[config.mk]
export PLATFORM = sky130hd
export DESIGN_NAME = regfile_arbiter
export DESIGN_NICKNAME = d
export VERILOG_FILES = /design/src/rtl/regfile_arbiter.sv
export SDC_FILE = /design/constraint.sdc
export NUM_CORES = 1
export LEC_CHECK = 0
export BUFFER_PORTS_ARGS = -buffer_cell sky130_fd_sc_hd__buf_2
export CORE_MARGIN = 4
export CORE_UTILIZATION = 40
export DETAILED_ROUTE_END_ITERATION = 8
export GPL_TIMING_DRIVEN = 0
export PLACE_DENSITY = 0.78
export SLEW_MARGIN = 10
export SYNTH_ARGS = -nofsm -noshare
export SYNTH_HDL_FRONTEND = slang
export SYNTH_SLANG_ARGS = --single-unit
export TNS_END_PERCENT = 5
[constraint.sdc]
create_clock -name clk -period 2.1 [get_ports clk]
set_input_delay 0.315 -clock clk [delete_from_list [all_inputs] [get_ports clk]]
set_output_delay 0.315 -clock clk [all_outputs]
set_load 0.01 [all_outputs]
[src/rtl/regfile_arbiter.sv]
// Round-robin arbiter that serializes requester reads/writes onto a single register file port.
// Optional write protection of the low LOCK_REGS addresses is enabled by defining REGFILE_ARB_PROT_EN.
module regfile_arbiter #(
  parameter int NUM_REQ   = 2,
  parameter int ADDR_W    = 8,
  parameter int DATA_W    = 8,
  parameter int NUM_REGS  = 4,
  parameter int RD_LAT    = 1,
  parameter int LOCK_REGS = 1
) (
  input  logic                      clk,
  input  logic                      rst,
  input  logic [NUM_REQ-1:0]        req_valid,
  input  logic [NUM_REQ-1:0]        req_we,
  input  logic [NUM_REQ*ADDR_W-1:0] req_addr,
  input  logic [NUM_REQ*DATA_W-1:0] req_wdata,
  output logic [NUM_REQ-1:0]        req_ready,
  output logic [NUM_REQ-1:0]        rsp_valid,
  output logic [DATA_W-1:0]         rsp_rdata,
  output logic                      rsp_err,
  output logic [ADDR_W-1:0]         rf_addr,
  output logic [DATA_W-1:0]         rf_din,
  output logic                      rf_ren,
  output logic                      rf_wen,
  input  logic [DATA_W-1:0]         rf_dout
);

  localparam int IDX_W = (NUM_REQ > 1) ? $clog2(NUM_REQ) : 1;
  localparam int CNT_W = (RD_LAT > 1) ? $clog2(RD_LAT) : 1;
  localparam logic [ADDR_W:0] NREGS_C = (ADDR_W+1)'(NUM_REGS);
  localparam logic [ADDR_W:0] LOCK_C  = (ADDR_W+1)'(LOCK_REGS);
  localparam logic [CNT_W-1:0] WLAST_C = CNT_W'(RD_LAT-1);
`ifdef REGFILE_ARB_PROT_EN
  localparam bit PROT_EN = 1'b1;
`else
  localparam bit PROT_EN = 1'b0;
`endif

  typedef enum logic [1:0] {S_IDLE, S_ISSUE, S_WAIT, S_RESP} state_t;

  state_t             r_state, w_next;
  logic [IDX_W-1:0]   r_ptr, r_win, w_gnt_idx;
  logic               w_gnt_any;
  logic               r_we;
  logic [ADDR_W-1:0]  r_addr;
  logic [DATA_W-1:0]  r_wdata;
  logic [DATA_W-1:0]  r_rsp_rdata;
  logic               r_rsp_err;
  logic [CNT_W-1:0]   r_wcnt;
  logic               w_in_range, w_prot, w_err;

  logic [ADDR_W-1:0]  w_addr_arr  [NUM_REQ];
  logic [DATA_W-1:0]  w_wdata_arr [NUM_REQ];

  always_comb begin
    for (int i = 0; i < NUM_REQ; i++) begin
      w_addr_arr[i]  = req_addr[i*ADDR_W +: ADDR_W];
      w_wdata_arr[i] = req_wdata[i*DATA_W +: DATA_W];
    end
  end

  // Search descends so the lowest offset from pointer+1 is the last (winning) assignment.
  always_comb begin
    logic [IDX_W-1:0] w_cand;
    w_gnt_any = 1'b0;
    w_gnt_idx = '0;
    w_cand    = '0;
    for (int k = NUM_REQ; k >= 1; k--) begin
      w_cand = IDX_W'((int'(r_ptr) + k) % NUM_REQ);
      if (req_valid[w_cand]) begin
        w_gnt_any = 1'b1;
        w_gnt_idx = w_cand;
      end
    end
  end

  assign w_in_range = ({1'b0, r_addr} < NREGS_C);
  assign w_prot     = PROT_EN && r_we && (r_win != '0) && ({1'b0, r_addr} < LOCK_C);
  assign w_err      = !w_in_range || w_prot;

  assign rf_addr   = r_addr;
  assign rf_din    = r_wdata;
  assign rsp_rdata = r_rsp_rdata;
  assign rsp_err   = r_rsp_err;

  always_ff @(posedge clk) begin
    if (rst) r_state <= S_IDLE;
    else     r_state <= w_next;
  end

  always_comb begin
    w_next    = r_state;
    req_ready = '0;
    rsp_valid = '0;
    rf_ren    = 1'b0;
    rf_wen    = 1'b0;
    case (r_state)
      S_IDLE: if (w_gnt_any) begin
        req_ready[w_gnt_idx] = 1'b1;
        w_next = S_ISSUE;
      end
      S_ISSUE: begin
        if (w_err) begin
          w_next = S_RESP;
        end else if (r_we) begin
          rf_wen = 1'b1;
          w_next = S_RESP;
        end else begin
          rf_ren = 1'b1;
          w_next = S_WAIT;
        end
      end
      S_WAIT: if (r_wcnt == WLAST_C) w_next = S_RESP;
      S_RESP: begin
        rsp_valid[r_win] = 1'b1;
        w_next = S_IDLE;
      end
      default: w_next = S_IDLE;
    endcase
    // Strobes are suppressed while reset is held so an in-flight transaction is simply dropped.
    if (rst) begin
      req_ready = '0;
      rsp_valid = '0;
      rf_ren    = 1'b0;
      rf_wen    = 1'b0;
      w_next    = S_IDLE;
    end
  end

  always_ff @(posedge clk) begin
    if (rst) begin
      r_ptr       <= IDX_W'(NUM_REQ-1);
      r_win       <= '0;
      r_we        <= 1'b0;
      r_addr      <= '0;
      r_wdata     <= '0;
      r_wcnt      <= '0;
      r_rsp_rdata <= '0;
      r_rsp_err   <= 1'b0;
    end else begin
      if (r_state == S_IDLE && w_gnt_any) begin
        r_ptr   <= w_gnt_idx;
        r_win   <= w_gnt_idx;
        r_we    <= req_we[w_gnt_idx];
        r_addr  <= w_addr_arr[w_gnt_idx];
        r_wdata <= w_wdata_arr[w_gnt_idx];
      end
      if (r_state == S_ISSUE) begin
        r_wcnt <= '0;
        if (w_err || r_we) begin
          r_rsp_rdata <= '0;
          r_rsp_err   <= w_err;
        end
      end else if (r_state == S_WAIT) begin
        r_wcnt <= r_wcnt + 1'b1;
        if (r_wcnt == WLAST_C) begin
          r_rsp_rdata <= rf_dout;
          r_rsp_err   <= 1'b0;
        end
      end
    end
  end

endmodule

==> metrics.md <==
| Metric | Value |
|---|---|
| Root Buffer | `clkbuf_4` |
| Antenna Nets Post-Route | `0` |
| Worst Skew | `0.0142 ns` |
| Total Neg Setup Slack | `0 ns` |
| Worst-path clk slew | `0.09 ns` |
| Fin. Hold Viols | `0` |
| Clk_lat worst skew | `0.32 ns` |
| Async SR Flop Fraction | `0%` |
| Cell area after synthesis | `0.00146 mm²` |
| Buf+Inv Stages, Crit Path | `2` |
| Vias in the first global route | `1321` |
| CTS buffer count | `5` |
| Synth Area in Compound Gates | `25.4%` |
| Largest delay share family, worst path | `simple AND/OR/NAND/NOR gates` |
| CTS tree | `yes` |
| Detailed Route WL | `3.65 mm` |
| Slowest CP cell | `dfxtp_1` |
| Avg WL per Cell | `13.4 µm` |
| Sequential element share of the synthesized area | `42.6%` |
| Hold_buf cts | `0` |
| Worst path cell trace | `inv_1, ha_2, nand2b_1, nor2_4, buf_2` |
| Finished Cell Area | `roughly 0.0019 mm²` |
| Post-synth EDFFs | `0` |
| Largest net degree at the start of global routing | `11` |
| Required time of the critical path | `about 1.8 ns` |
| Cell count after synthesis | `146` |
| GPL Wtd Cong | `0.713` |
| Post-synthesis adder-cell area fraction | `4.30%` |
| Die Span Y | `68.3 µm` |
| Die area | `0.00467 mm²` |
| Slew of the pin with the lowest slew margin | `0.763 ns` |
| Nets | `around 280` |
| DR iter-0 viols | `67` |
| # rows | `21` |
| Pre-antenna DRT Iters | `4` |
| Synth Net Count | `197` |
| Simple-Gate Fraction of Synth Area | `21.2%` |
| Final Core Density | `56.7%` |
| DRC | `0` |
| Layout cells sized above 1 | `44.9%` |
| Max incr delay on CP | `0.36 ns` |
| Footprint of the multi-input gates | `between 700 and 800 µm²` |
| Clock Path Buffers | `2` |
| CTS H-tree depth | `2` |
| Core Area | `0.00342 mm²` |
| Vias per cell | `5.18` |
| Vias post-DR | `1413` |
| Flops & latches, synth | `31` |
| CP Launch Type | `register` |
| DP Area | `0.00189 mm²` |
| Setup Viol. Count Final | `0` |
| Die width | `slightly below 70 µm` |
| Hold Path Class | `in -> reg` |
| Final worst path period need | `1.97 ns` |
| I/O pin count | `77` |
| Setup bufs post-CTS | `0` |
| Achievable frequency | `0.509 GHz` |
| Unique masters post-synth | `37` |
| Sink Count | `31` |
| Slew Viols, Final | `0` |
| Mux cell area share after synthesis | `0%` |
| Main flop type after synthesis | `dfxtp_1` |
| Syn Area/Cell | `9.98 µm²` |
| CP Capture Type | `output port` |
| Gr ovfl total | `0` |
| Antenna violations before repair | `0` |
| GR Util All Layers | `between 15 and 20%` |
| Largest family of logic cells by synthesized area | `compound AO/OA/AOI/OAI gates` |
| Antenna Cells | `0` |
| Hpwl dp | `approximately 2.9 mm` |
| Port bufs | `75` |
| Fill cell count | `~340` |
| Seq. cell area | `621 µm²` |
| WP data arrival | `~1.7 ns` |
| Pwr Density | `1150 mW/mm²` |
| Fin cells | `273` |
| RSZ-0062 raised after global routing | `no` |
| Global-route wire length before repair | `5.82 mm` |
| Max Fanout on Critical Path | `8` |
| Syn-to-layout area delta | `32.9%` |
| Slew headroom | `49.0%` |
| Cell leakage power | `0.912 nW` |
| Yosys warning count | `0` |
| Largest cells by area after synthesis | `dfxtp_1 43%, a32o_1 6.2%, nor3b_1 4.6%` |
| Synth area leader | `dfxtp_1` |
| Status | `finished, final reports clean` |
| Placed Cells | `267` |
| Xor-xnor portion of the synthesized cell area | `0.601%` |
| Max-cap violations | `0` |
| Worst vdd ir | `0.531 mV` |
| Final period utilization | `between 90% and 100%` |
| Crit Path Class | `reg -> out` |
| Post-synth top area share | `between 40% and 50%` |
| Initial core utilization | `42.6%` |
repair_timing:
action	in CTS	in global routing
hold endpoints to repair	0	0
gates resized for setup	0	2
endpoints found under the setup margin	0	2
layer usage:
metal	wire, µm	track usage (%)	vias up
li1	-	-	714
met2	1700	25.8	49
met4	63	8.68	0
met1	1620	20.9	643
met3	278	4.93	7
met5	0	0	-
area by class of cell:
cell class	instances	share of cell area, %
Clock buffer	6	2.13
Sequential cell	31	32.1
Multi-Input combinational cell	99	39.0
Timing Repair Buffer	75	19.4
Inverter	6	1.16
Buffer	10	3.23
Tap cell	46	2.97
synth_stat cells (2+ instances only):
cell type and instances:
dfxtp_1 31, nand2_1 16, nor2_1 11, a32o_1 9, nor3b_1 9, a311oi_1 7
a221o_1 6, inv_1 6, buf_2 5, ha_1 5, a32oi_1 4, o32ai_1 4
a21bo_2 2, a21o_1 2, a21oi_1 2, a31oi_1 2, buf_6 2, clkbuf_1 2
nor3_1 2, or2_2 2
placed cells by master, fill, tap and decap left out, types with 2 or more instances in the layout:
cell / netlist / final
a32oi_1: 4 / 4
o32ai_1: 4 / 4
a21bo_2: 2 / 2
nor2_1: 11 / 11
clkbuf_1: 2 / 3
or2_2: 2 / 2
nor3_1: 2 / 2
a31oi_1: 2 / 2
a32o_1: 9 / 9
a21oi_1: 2 / 2
inv_1: 6 / 6
ha_2: 0 / 2
a311oi_1: 7 / 7
ha_1: 5 / 3
buf_2: 5 / 80
nand2_1: 16 / 16
clkbuf_4: 0 / 5
a221o_1: 6 / 6
a21o_1: 2 / 2
buf_6: 2 / 2
dfxtp_1: 31 / 31
nor3b_1: 9 / 9
power breakdown:
| group | total, W | internal [W] | switching (W) |
|---|---|---|---|
| Sequential | 0.000900 | 0.000771 | 0.000129 |
| Clock | 0.000296 | 0.000119 | 0.000177 |
| Combinational | 0.00103 | 0.000476 | 0.000554 |
worst paths after layout:
kind	from	end	slack, ns	depth (start not counted)
max	r_state[0]	req_ready[1]	0.13	5
min reg2reg	rf_addr[0]	rf_addr[0]	0.48	2
max reg2reg	r_state[0]	rsp_rdata[3]	0.38	5
min	rf_dout[4]	rsp_rdata[4]	0.20	2
logic make-up after synthesis:
kind of cell | Yosys count
buffers and inverters | 16
XOR/XNOR | 1
AO/OA/AOI/OAI | 41
flip-flops | 31
adder cells (fa/ha/maj) | 5
AND/OR/NAND/NOR | 52
through the flow:
stage | setup WS, ns | power, W | hold slack [ns]
final | 0.134 | 0.00223 | 0.202
after CTS | 0.0657 | 0.00224 | 0.183
after global placement | 0.267 | 0.00192 | 0.456
after global routing | 0.00582 | 0.00241 | 0.178
after detailed placement | 0.270 | 0.00194 | 0.470
after floorplan | 0.624 | 0.00160 | 0.441
state kept, by name, summed over array words and instances (netlist names):
| signal | cells |
|---|---|
| rf_addr | 8 |
| rf_din | 8 |
| rsp_rdata | 8 |
| r_state | 2 |
| r_ptr | 1 |
| r_wcnt | 1 |
| r_we | 1 |
| r_win | 1 |
| rsp_err | 1 |
worst register-to-register path, cell delays in order (launching register included):
cell and delay, ns:
dfxtp_1 0.41, inv_1 0.12, ha_1 0.25, nor3b_1 0.15
nor2_1 0.47, a32o_1 0.25
Note: power is estimated with default switching activity, not from simulation.
